File: config.mk
export PLATFORM = sky130hd
export DESIGN_NAME = framebuffer_arbiter
export DESIGN_NICKNAME = d
export VERILOG_FILES = /design/src/rtl/fb_pkg.sv /design/src/rtl/fb_pixel_pipe.sv /design/src/rtl/framebuffer_arbiter.sv
export SDC_FILE = /design/constraint.sdc
export NUM_CORES = 1
export LEC_CHECK = 0
export CAP_MARGIN = 25
export CORE_ASPECT_RATIO = 0.9
export CORE_MARGIN = 2
export CORE_UTILIZATION = 36
export DETAILED_ROUTE_END_ITERATION = 8
export GPL_TIMING_DRIVEN = 1
export HOLD_SLACK_MARGIN = 0.05
export PLACE_DENSITY = 0.89
export SYNTH_ARGS = -nofsm -noshare
export SYNTH_HDL_FRONTEND = slang
export SYNTH_SLANG_ARGS = --single-unit
export TNS_END_PERCENT = 100
File: constraint.sdc
create_clock -name vga_clk -period 3.2 [get_ports vga_clk]
set_input_delay 0.64 -clock vga_clk [delete_from_list [all_inputs] [get_ports vga_clk]]
set_output_delay 0.64 -clock vga_clk [all_outputs]
set_load 0.02 [all_outputs]
File: src/rtl/fb_pkg.sv
// rtl/fb_pkg.sv - shared widths and arbiter state type for the framebuffer arbiter
package fb_pkg;
   localparam int AW     = 16;
   localparam int DW     = 8;
   localparam int WAIT_W = 10;

   typedef enum logic [1:0] {
      IDLE = 2'd0,
      RESP = 2'd1,
      DONE = 2'd2
   } arb_state_t;
endpackage

File: src/rtl/fb_pixel_pipe.sv
// rtl/fb_pixel_pipe.sv - display pixel stage: RAM read data qualified by last cycle's fetch
module fb_pixel_pipe #(
   parameter int DW = fb_pkg::DW
) (
   input  logic          vga_clk,
   input  logic          rst,
   input  logic          vga_fetch,
   input  logic [DW-1:0] mem_rdata,
   output logic [DW-1:0] pix_data,
   output logic          pix_valid
);

   always_ff @(posedge vga_clk or posedge rst) begin
      if (rst) begin
         pix_valid <= 1'b0;
      end else begin
         pix_valid <= vga_fetch;
      end
   end

   // RAM already adds the cycle of latency; blank to black when nothing was fetched
   assign pix_data = pix_valid ? mem_rdata : '0;

endmodule

File: src/rtl/framebuffer_arbiter.sv
// rtl/framebuffer_arbiter.sv - single-port framebuffer shared by display fetch (priority) and processor
module framebuffer_arbiter #(
   parameter int AW     = fb_pkg::AW,
   parameter int DW     = fb_pkg::DW,
   parameter int WAIT_W = fb_pkg::WAIT_W
) (
   input  logic              vga_clk,
   input  logic              rst,
   input  logic              vga_fetch,
   input  logic [AW-1:0]     vga_addr,
   output logic [DW-1:0]     pix_data,
   output logic              pix_valid,
   input  logic              cpu_req,
   input  logic              cpu_we,
   input  logic [AW-1:0]     cpu_addr,
   input  logic [DW-1:0]     cpu_wdata,
   output logic              cpu_ack,
   output logic [DW-1:0]     cpu_rdata,
   output logic [WAIT_W-1:0] cpu_wait,
   output logic [AW-1:0]     mem_addr,
   output logic              mem_we,
   output logic [DW-1:0]     mem_wdata,
   input  logic [DW-1:0]     mem_rdata
);
   import fb_pkg::*;

   arb_state_t        state, state_nxt;
   logic              issue;
   logic              is_read_q;
   logic [DW-1:0]     rdata_q;
   logic [WAIT_W-1:0] wait_q;

   always_comb begin
      state_nxt = state;
      issue     = 1'b0;
      case (state)
         IDLE: begin
            if (cpu_req && !vga_fetch) begin
               issue     = 1'b1;
               state_nxt = RESP;
            end
         end
         RESP:    state_nxt = DONE;
         DONE:    state_nxt = IDLE;
         default: state_nxt = IDLE;
      endcase
   end

   // Reset gates the write strobe directly so a held cpu_req cannot write during reset
   always_comb begin
      mem_addr  = vga_addr;
      mem_we    = 1'b0;
      mem_wdata = cpu_wdata;
      if (issue && !rst) begin
         mem_addr = cpu_addr;
         mem_we   = cpu_we;
      end
   end

   always_ff @(posedge vga_clk or posedge rst) begin
      if (rst) begin
         state     <= IDLE;
         is_read_q <= 1'b0;
         rdata_q   <= '0;
         wait_q    <= '0;
      end else begin
         state <= state_nxt;
         if (issue) begin
            is_read_q <= !cpu_we;
         end
         if (state == RESP && is_read_q) begin
            rdata_q <= mem_rdata;
         end
         if (state == RESP || (state == IDLE && !cpu_req)) begin
            wait_q <= '0;
         end else if (state == IDLE && cpu_req && vga_fetch && wait_q != '1) begin
            wait_q <= wait_q + 1'b1;
         end
      end
   end

   // Read data is live on the RAM port during the ack cycle, then held until the next ack
   assign cpu_ack   = (state == RESP);
   assign cpu_rdata = (cpu_ack && is_read_q) ? mem_rdata : rdata_q;
   assign cpu_wait  = wait_q;

   fb_pixel_pipe #(.DW(DW)) u_pixel_pipe (
      .vga_clk   (vga_clk),
      .rst       (rst),
      .vga_fetch (vga_fetch),
      .mem_rdata (mem_rdata),
      .pix_data  (pix_data),
      .pix_valid (pix_valid)
   );

endmodule

* After elaboration in Yosys (flattened, before gate mapping)
Index checks and enable logic that the tools add are counted.
Word-level totals: register bits 22, bits of input ports 53, word-level logic and storage cells 33
Cells by class: $add $sub $neg 1, equality and inequality tests 3, reductions and logical operators 14, multiplexer cells 10
Operators by type and width (count):
- $mux W10 | 2
- $mux W16 | 1
- $mux W8 | 2
- $add A10 B1 Y10 const B | 1
- $ne A10 B10 Y1 const B | 1
- $logic_and A1 B1 Y1 | 7
- $logic_not A1 Y1 | 4
- $pmux W2 S2 | 1
- $mux W1 | 3
- $eq A2 B1 Y1 const B | 1
- $logic_not A2 Y1 | 1
- $mux W2 | 1
- $ne A2 B2 Y1 const B | 1
- $reduce_bool A2 Y1 | 1
- $logic_or A1 B1 Y1 | 1

* Depth between registers and ports, before layout
Gate-level depths: netlist of the first run.
word-level depth 6, mapped depth 6

* Cells and area by module
Synthesis of the first run repeated with hierarchy kept, for this count alone.
Unflattened totals: cells, all modules 121, area, all modules 1388.8 µm²
Modules (own cells, without submodules):
- framebuffer_arbiter | sequential area each 525.5 µm², times used 1, area an instance 1310.0 µm², cells each 111
- fb_pixel_pipe | sequential area each 25.0 µm², times used 1, area an instance 78.8 µm², cells each 10

* Worst setup path before layout of the first run
OpenSTA, ideal clock, no wires.
path type in2out, start point input port vga_fetch, end point output port mem_addr[10], slack 0.878 ns, arrival 1.682 ns, stages 3, buffers on the path 1, data required time 2.560 ns, cells stage by stage nor4_4 buf_6 mux2_2
On the way: cells in the longest elaborated chain, start to end 6
Ends and longest elaborated chain:
- start, declared | RTL line framebuffer_arbiter.sv:9 | input logic vga_fetch,
- $logic_not A1 Y1 | RTL line framebuffer_arbiter.sv:38 | if (cpu_req && !vga_fetch) begin
- $logic_and A1 B1 Y1 | RTL line framebuffer_arbiter.sv:38
- $mux W1 | RTL line framebuffer_arbiter.sv:38
- $mux W1 | RTL line framebuffer_arbiter.sv:36 | case (state)
- $logic_and A1 B1 Y1 | RTL line framebuffer_arbiter.sv:54 | if (issue && !rst) begin
- $mux W16 | RTL line framebuffer_arbiter.sv:54
- end, declared | RTL line framebuffer_arbiter.sv:20 | output logic [AW-1:0] mem_addr,
No other way between the ends.

* Final worst setup path of the first run
start point input port vga_fetch, end point output port mem_we
On the way: cells in the longest elaborated chain, start to end 6
Ends and longest elaborated chain:
- $logic_not A1 Y1 | RTL line framebuffer_arbiter.sv:38
- $logic_and A1 B1 Y1 | RTL line framebuffer_arbiter.sv:38
- $mux W1 | RTL line framebuffer_arbiter.sv:38
- $mux W1 | RTL line framebuffer_arbiter.sv:36
- $logic_and A1 B1 Y1 | RTL line framebuffer_arbiter.sv:54
- $mux W1 | RTL line framebuffer_arbiter.sv:54
- end, declared | RTL line framebuffer_arbiter.sv:21 | output logic mem_we,
No other way between the ends.

==> results.sh, run 1 <==
export IMPL_switching_share_pct=28.14
export IMPL_groute_usage_overall_pct=19.11
export IMPL_drt_initial_drc_count=76
export IMPL_antenna_found_initial=0
export IMPL_worstRegToRegCells=5
export IMPL_p_int_w=0.0006850
export IMPL_dp_slack_ps=-11.80
export IMPL_synth_compound_area_share_pct=9.850
export IMPL_path_clk_slew_ps=80
export IMPL_io_buffers=89
export IMPL_synth_seq_area_share_pct=41.28
export IMPL_yosysUniqueCellTypes=36
export IMPL_multiInputGateArea_um2=693.2
export IMPL_worst_path_buf_inv=3
export IMPL_finalCriticalPeriod_ps=3068
export IMPL_pwr_share_seq_pct=35.5
export IMPL_dpl_hpwl_um=3080
export IMPL_die_h_um=61.75
export IMPL_critPathArrivalTime_ps=2430
export IMPL_cts_sinks=22
export IMPL_cts_buffers=3
export IMPL_clkLatencyLatePin_ps=260
export IMPL_dieWidth_um=68.16
export IMPL_synth_xor_area_share_pct=1.970
export IMPL_vias=1238
export IMPL_crit_type="in2out"
export IMPL_grt_ovfl_total=0
export IMPL_hold_violations=0
export IMPL_async_reset_ff_share_pct=100.0
export IMPL_max_slew_margin_rel_pct=45.68
export IMPL_wirelength_um=3697
export IMPL_grt_max_degree=23
export IMPL_outcome="complete, no violations"
export IMPL_fin_worst_skew_ps=1.223
export IMPL_end_kind="output port"
export IMPL_wire_per_inst_um=14.91
export IMPL_synth_edff_count=0
export IMPL_worst_slew_pin_slew_ps=813.8
export IMPL_gp_congestion=0.7967
export IMPL_synthMuxAreaShare_pct=21.11
export IMPL_root_buffer="clkbuf_8"
export IMPL_power_leakage_nw=0.9545
export IMPL_switchingPower_w=0.0002682
export IMPL_power_w=0.0009532
export IMPL_fillers=272
export IMPL_hold_class="reg2reg"
export IMPL_syn_num_nets=173
export IMPL_diodes=0
export IMPL_yosys_top_cells_area="dfrtp_1, mux2_2, buf_4"
export IMPL_seq_area_um2=550.5
export IMPL_ant_nets=0
export IMPL_cp_top_family="buffers and inverters"
export IMPL_clockBufferDepth=2
export IMPL_ys_seq_elements=22
export IMPL_rows=20
export IMPL_ios=106
export IMPL_power_per_cell_area_nw_per_um2=419.0
export IMPL_h_tree_depth=1
export IMPL_worst_path_stages=5
export IMPL_crit_fanout=9
export IMPL_remaining_drc_errors=0
export IMPL_coreArea_um2=3453
export IMPL_syn_avg_cell_area_um2=11.21
export IMPL_timing_fmax_ghz=0.3260
export IMPL_grt_pass1_vias=1248
export IMPL_rsz0062_at_grt="no"
export IMPL_startpoint_type="primary input"
export IMPL_period_share_pct=95.87
export IMPL_path_cells="clkdlybuf4s50_1 > nor4_4 > buf_4 > and2_1 > clkdlybuf4s50_1"
export IMPL_cts_tree="yes"
export IMPL_start_util_pct=38.62
export IMPL_hold_depth=1
export IMPL_cpPeakStageDelay_ps=620
export IMPL_drive_gt1_share_pct=18.63
export IMPL_final_max_slew_violation_count=0
export IMPL_routed_via_density=4.992
export IMPL_fin_ws_ps=132.3
export IMPL_synthAdderAreaFrac_pct=0.9381
export IMPL_finish_net_count=259
export IMPL_ir_worst_vdd_v=0.0002393
export IMPL_slowest_stage="clkdlybuf4s50_1"
export IMPL_synth_cell_area_um2=1334
export IMPL_synthSimpleGateAreaFrac_pct=18.11
export IMPL_cap_viol_max_count=0
export IMPL_synthesis_instances=119
export IMPL_critPathRequiredTime_ps=2560
export IMPL_setup_viol=0
export IMPL_cts_setup_buffers=0
export IMPL_yosysTopAreaCellShare_pct=41.28
export IMPL_clkPwrFrac_pct=26.8
export IMPL_yosysMostFrequentCell="mux2_2"
export IMPL_post_synth_top_area_cell="dfrtp_1"
export IMPL_ys_top_cells_by_count="mux2_2, dfrtp_1, and2_1"
export IMPL_combPwrFrac_pct=37.7
export IMPL_synth_top_family_by_area="multiplexers"
export IMPL_die_area_um2=4209
export IMPL_first_pass_iters=4
export IMPL_ys_flop_type="dfrtp_1"
export IMPL_cp_common_cell="clkdlybuf4s50_1"
export IMPL_yosysWarnings=0
export IMPL_grt_pass1_wl_um=5754
export IMPL_area_growth_pct=70.54
## cell usage in the layout (no fill, tap or decap), drive strengths merged, types with 2 or more instances in the layout
| cell type | Yosys | layout |
|---|---|---|
| dfrtp | 22 | 22 |
| o21ai | 2 | 2 |
| mux2 | 25 | 25 |
| and3 | 2 | 2 |
| nand4 | 3 | 3 |
| nand3 | 2 | 2 |
| inv | 2 | 2 |
| nor2b | 4 | 4 |
| dlymetal6s2s | 0 | 3 |
| clkbuf | 0 | 3 |
| a31oi | 3 | 3 |
| clkdlybuf4s50 | 0 | 73 |
| dlygate4sd2 | 0 | 13 |
| a21oi | 5 | 5 |
| and2 | 9 | 9 |
| o311ai | 2 | 2 |
| nor2 | 6 | 6 |
| buf | 10 | 2 |
| nand2 | 4 | 4 |
| xor2 | 2 | 2 |
## cell families after synthesis
group	after synthesis
adders and majority gates	1
DFF	22
muxes	25
AOI/OAI and AO/OA	19
and+or+nand+nor	37
buffers and inverters	12
xor gates and xnor gates	3
## worst reg2reg max path, cell delays in order (launching register included)
cell and delay, ps:
dfrtp_1 450, ha_1 230, nand2_1 120, o31a_1 410
nor3b_1 190, a211o_1 260
## metrics by stage
step,hold WS (ps),cell area [µm²],std cells,util [%],TNS (ps)
after floorplan,494.7,1334,119,-,0
after global placement,478.2,2212,244,64.06,0
after detailed placement,482.7,2212,244,64.06,-51.28
after CTS,503.3,2267,248,65.65,0
after global routing,520.9,2275,248,65.87,0
final,499.3,2275,248,65.87,0
## sequential cells by signal, summed over array words and instances, names as in the netlist
signal,cells
state,2
u_pixel_pipe.pix_valid,1
rdata_q,8
cpu_wait,10
is_read_q,1
## final cells by class
cell class                      count  share of cell area [%]
Timing Repair Buffer               91                   39.44
Sequential cell                    22                   24.20
Clock inverter                      1                   1.320
Multi-Input combinational cell     85                   30.47
Clock buffer                        3                   1.815
Tap cell                           44                   2.420
Inverter                            2                  0.3300
## power groups by stage
stage                     Sequential, W  Combinational [W]  Clock, W
after floorplan                0.000343           0.000192         0
after global placement         0.000343           0.000369         0
after detailed placement       0.000345           0.000371         0
after CTS                      0.000339           0.000365  0.000260
after global routing           0.000344           0.000382  0.000280
final                          0.000338           0.000360  0.000255
## routing by layer
metal  GRT usage, %  up-vias  routed length [µm]
li1               -      599                   -
met1          21.62      572                1401
met2          32.59       58                1846
met3          6.667        9                 344
met4          9.143        0                 105
met5              0        -                   0
## final timing paths
path                                         startpoint                      end  slack (ps)
min in group asynchronous                           rst  cpu_wait[8]$_DFFE_PP0P_         920
worst max-delay path                          vga_fetch                   mem_we         130
worst max register to register  cpu_wait[0]$_DFFE_PP0P_  cpu_wait[4]$_DFFE_PP0P_        1440
max in group asynchronous                           rst  cpu_wait[3]$_DFFE_PP0P_        1780
worst min register to register     rdata_q[2]$_DFF_PP0_     rdata_q[2]$_DFF_PP0_         500
worst min-delay path               rdata_q[2]$_DFF_PP0_     rdata_q[2]$_DFF_PP0_         500
## repair_timing
| item | in CTS | in global routing |
|---|---|---|
| hold buffers | 0 | 0 |
| setup endpoints to repair | 13 | 3 |
| gates resized for setup | 13 | 3 |
| pin swaps | 0 | 0 |
No activity file was read; power rests on OpenSTA's default activity.
==> run 2, diff against run 1 <==
--- a/config.mk
+++ b/config.mk
@@ -8,11 +8,11 @@
 export CAP_MARGIN = 25
 export CORE_ASPECT_RATIO = 0.9
 export CORE_MARGIN = 2
-export CORE_UTILIZATION = 36
+export CORE_UTILIZATION = 33
 export DETAILED_ROUTE_END_ITERATION = 8
 export GPL_TIMING_DRIVEN = 1
 export HOLD_SLACK_MARGIN = 0.05
-export PLACE_DENSITY = 0.89
+export PLACE_DENSITY = 0.82
 export SYNTH_ARGS = -nofsm -noshare
 export SYNTH_HDL_FRONTEND = slang
 export SYNTH_SLANG_ARGS = --single-unit
==> constraint.sdc (replaced) <==
create_clock -name vga_clk -period 3.4 [get_ports vga_clk]
set_input_delay 0.68 -clock vga_clk [delete_from_list [all_inputs] [get_ports vga_clk]]
set_output_delay 0.68 -clock vga_clk [all_outputs]
set_load 0.02 [all_outputs]
==> run 2 against run 1 <==
  * Clock skew up 6.8 ps
  * Clock power down 4%
  * Core utilization down 5.7 points
  * Sequential power down 6%
  * Non-clock buffer count down 1
  * Count of clock-buffer cells in the layout unchanged
  * Wire length down 6.2%
  * Sequential cell count unchanged
  * Via count up 1.5%
  * Die area up 8.5%
==> results.sh, run 2 (same netlist as run 1, synthesis figures left out) <==
export IMPL_outcome="complete, no violations"
export IMPL_cts_tree="yes"
export IMPL_hold_violations=0
export IMPL_power_leakage_nw=0.9072
export IMPL_final_common_cell="clkdlybuf4s50_1"
export IMPL_crit_fanout=17
export IMPL_critPathRequiredTime_ps=2720
export IMPL_wirelength_um=3468
export IMPL_vias=1257
export IMPL_hold_buffers=0
export IMPL_remaining_drc_errors=0
export IMPL_rows=21
export IMPL_start_util_pct=35.01
export IMPL_cts_sinks=22
export IMPL_path_clk_slew_ps=90
export IMPL_drive_gt1_share_pct=18.23
export IMPL_timing_fmax_ghz=0.3025
export IMPL_worst_slew_pin_slew_ps=843.1
export IMPL_hold_class="reg2reg"
export IMPL_holdWs_ps=502.3
export IMPL_dpl_hpwl_um=2631
export IMPL_root_buffer="clkbuf_8"
export IMPL_routed_via_density=5.048
export IMPL_power_w=0.0009078
export IMPL_fillers=328
export IMPL_die_area_um2=4567
export IMPL_finalCriticalPeriod_ps=3305
export IMPL_rsz0062_at_grt="no"
export IMPL_grt_pass1_vias=1279
export IMPL_ir_worst_vdd_v=0.0002078
export IMPL_dieWidth_um=71.02
export IMPL_final_max_slew_violation_count=0
export IMPL_antenna_found_initial=0
export IMPL_grt_max_degree=23
export IMPL_setup_viol=0
export IMPL_cts_buffers=3
export IMPL_diodes=0
export IMPL_fin_ws_ps=94.66
export IMPL_max_slew_margin_rel_pct=43.73
export IMPL_h_tree_depth=1
export IMPL_cts_setup_buffers=0
export IMPL_final_cell_mix="clkdlybuf4s50_1, mux2_2, dfrtp_1"
export IMPL_crit_type="in2out"
export IMPL_critPathArrivalTime_ps=2630
export IMPL_fin_setup_tns_ps=0
export IMPL_area_growth_pct=71.76
export IMPL_cap_viol_max_count=0
export IMPL_cts_resized=0
export IMPL_wire_per_inst_um=13.93
export IMPL_dp_slack_ps=100.4
export IMPL_startpoint_type="primary input"
export IMPL_seq_area_um2=550.5
export IMPL_final_util_pct=60.13
export IMPL_gp_congestion=0.7474
export IMPL_first_pass_iters=4
export IMPL_power_per_cell_area_nw_per_um2=396.3
export IMPL_ios=106
export IMPL_drt_initial_drc_count=64
export IMPL_grt_ovfl_total=0
export IMPL_fin_worst_skew_ps=7.973
export IMPL_die_h_um=64.31
export IMPL_groute_usage_overall_pct=15.81
export IMPL_multiInputGateArea_um2=693.2
export IMPL_coreArea_um2=3810
export IMPL_largest_reg_flops=10
export IMPL_clockBufferDepth=2
export IMPL_io_buffers=89
export IMPL_ant_nets=0
export IMPL_finish_net_count=258
export IMPL_period_share_pct=97.22
export IMPL_clkLatencyLatePin_ps=260
export IMPL_end_kind="output port"
export IMPL_grt_pass1_wl_um=5851
## run 2: critical path: stages
cell	delay [ps]
clkdlybuf4s50_1	520
nor4_4	340
buf_12	190
mux2_2	340
clkdlybuf4s50_1	550
## run 2: power breakdown
part	internal, W	switching (W)	leakage, nW
Combinational	0.000194	0.000151	0.590
Sequential	0.000303	0.0000162	0.281
Clock	0.000157	0.0000870	0.0357
Total	0.000653	0.000254	0.907
## run 2: final cells by class
type | count | area share, %
clock buffers | 3 | 1.802
clock inverters | 1 | 1.311
inverters | 2 | 0.3277
multi-input cells | 85 | 30.26
flip-flops and latches | 22 | 24.03
well taps | 46 | 2.512
repair buffers | 90 | 39.76
## run 2: through the flow
step                      std cells  cell area (µm²)
after global routing            249             2291
final                           249             2291
after floorplan                 119             1334
after detailed placement        245             2220
after CTS                       249             2291
after global placement          245             2220
## run 2: final timing paths
check                                         from                       to  slack [ps]  cells past startpoint
min in group asynchronous                      rst     state[1]$_DFFE_PP0P_        1000                      2
hold reg to reg               rdata_q[7]$_DFF_PP0_     rdata_q[7]$_DFF_PP0_         500                      1
max in group asynchronous                      rst  cpu_wait[0]$_DFFE_PP0P_        1870                      2
setup reg to reg           cpu_wait[0]$_DFFE_PP0P_  cpu_wait[4]$_DFFE_PP0P_        1580                      5
hold / removal                rdata_q[7]$_DFF_PP0_     rdata_q[7]$_DFF_PP0_         500                      1
setup / recovery                         vga_fetch              mem_addr[9]          90                      5
## run 2: routing by layer
metal,vias up,wire [µm],global-route usage [%]
met1,594,1480,20.55
met4,0,32,5.660
met2,68,1658,25.35
met3,2,296,4.101
met5,-,0,0
li1,593,-,-
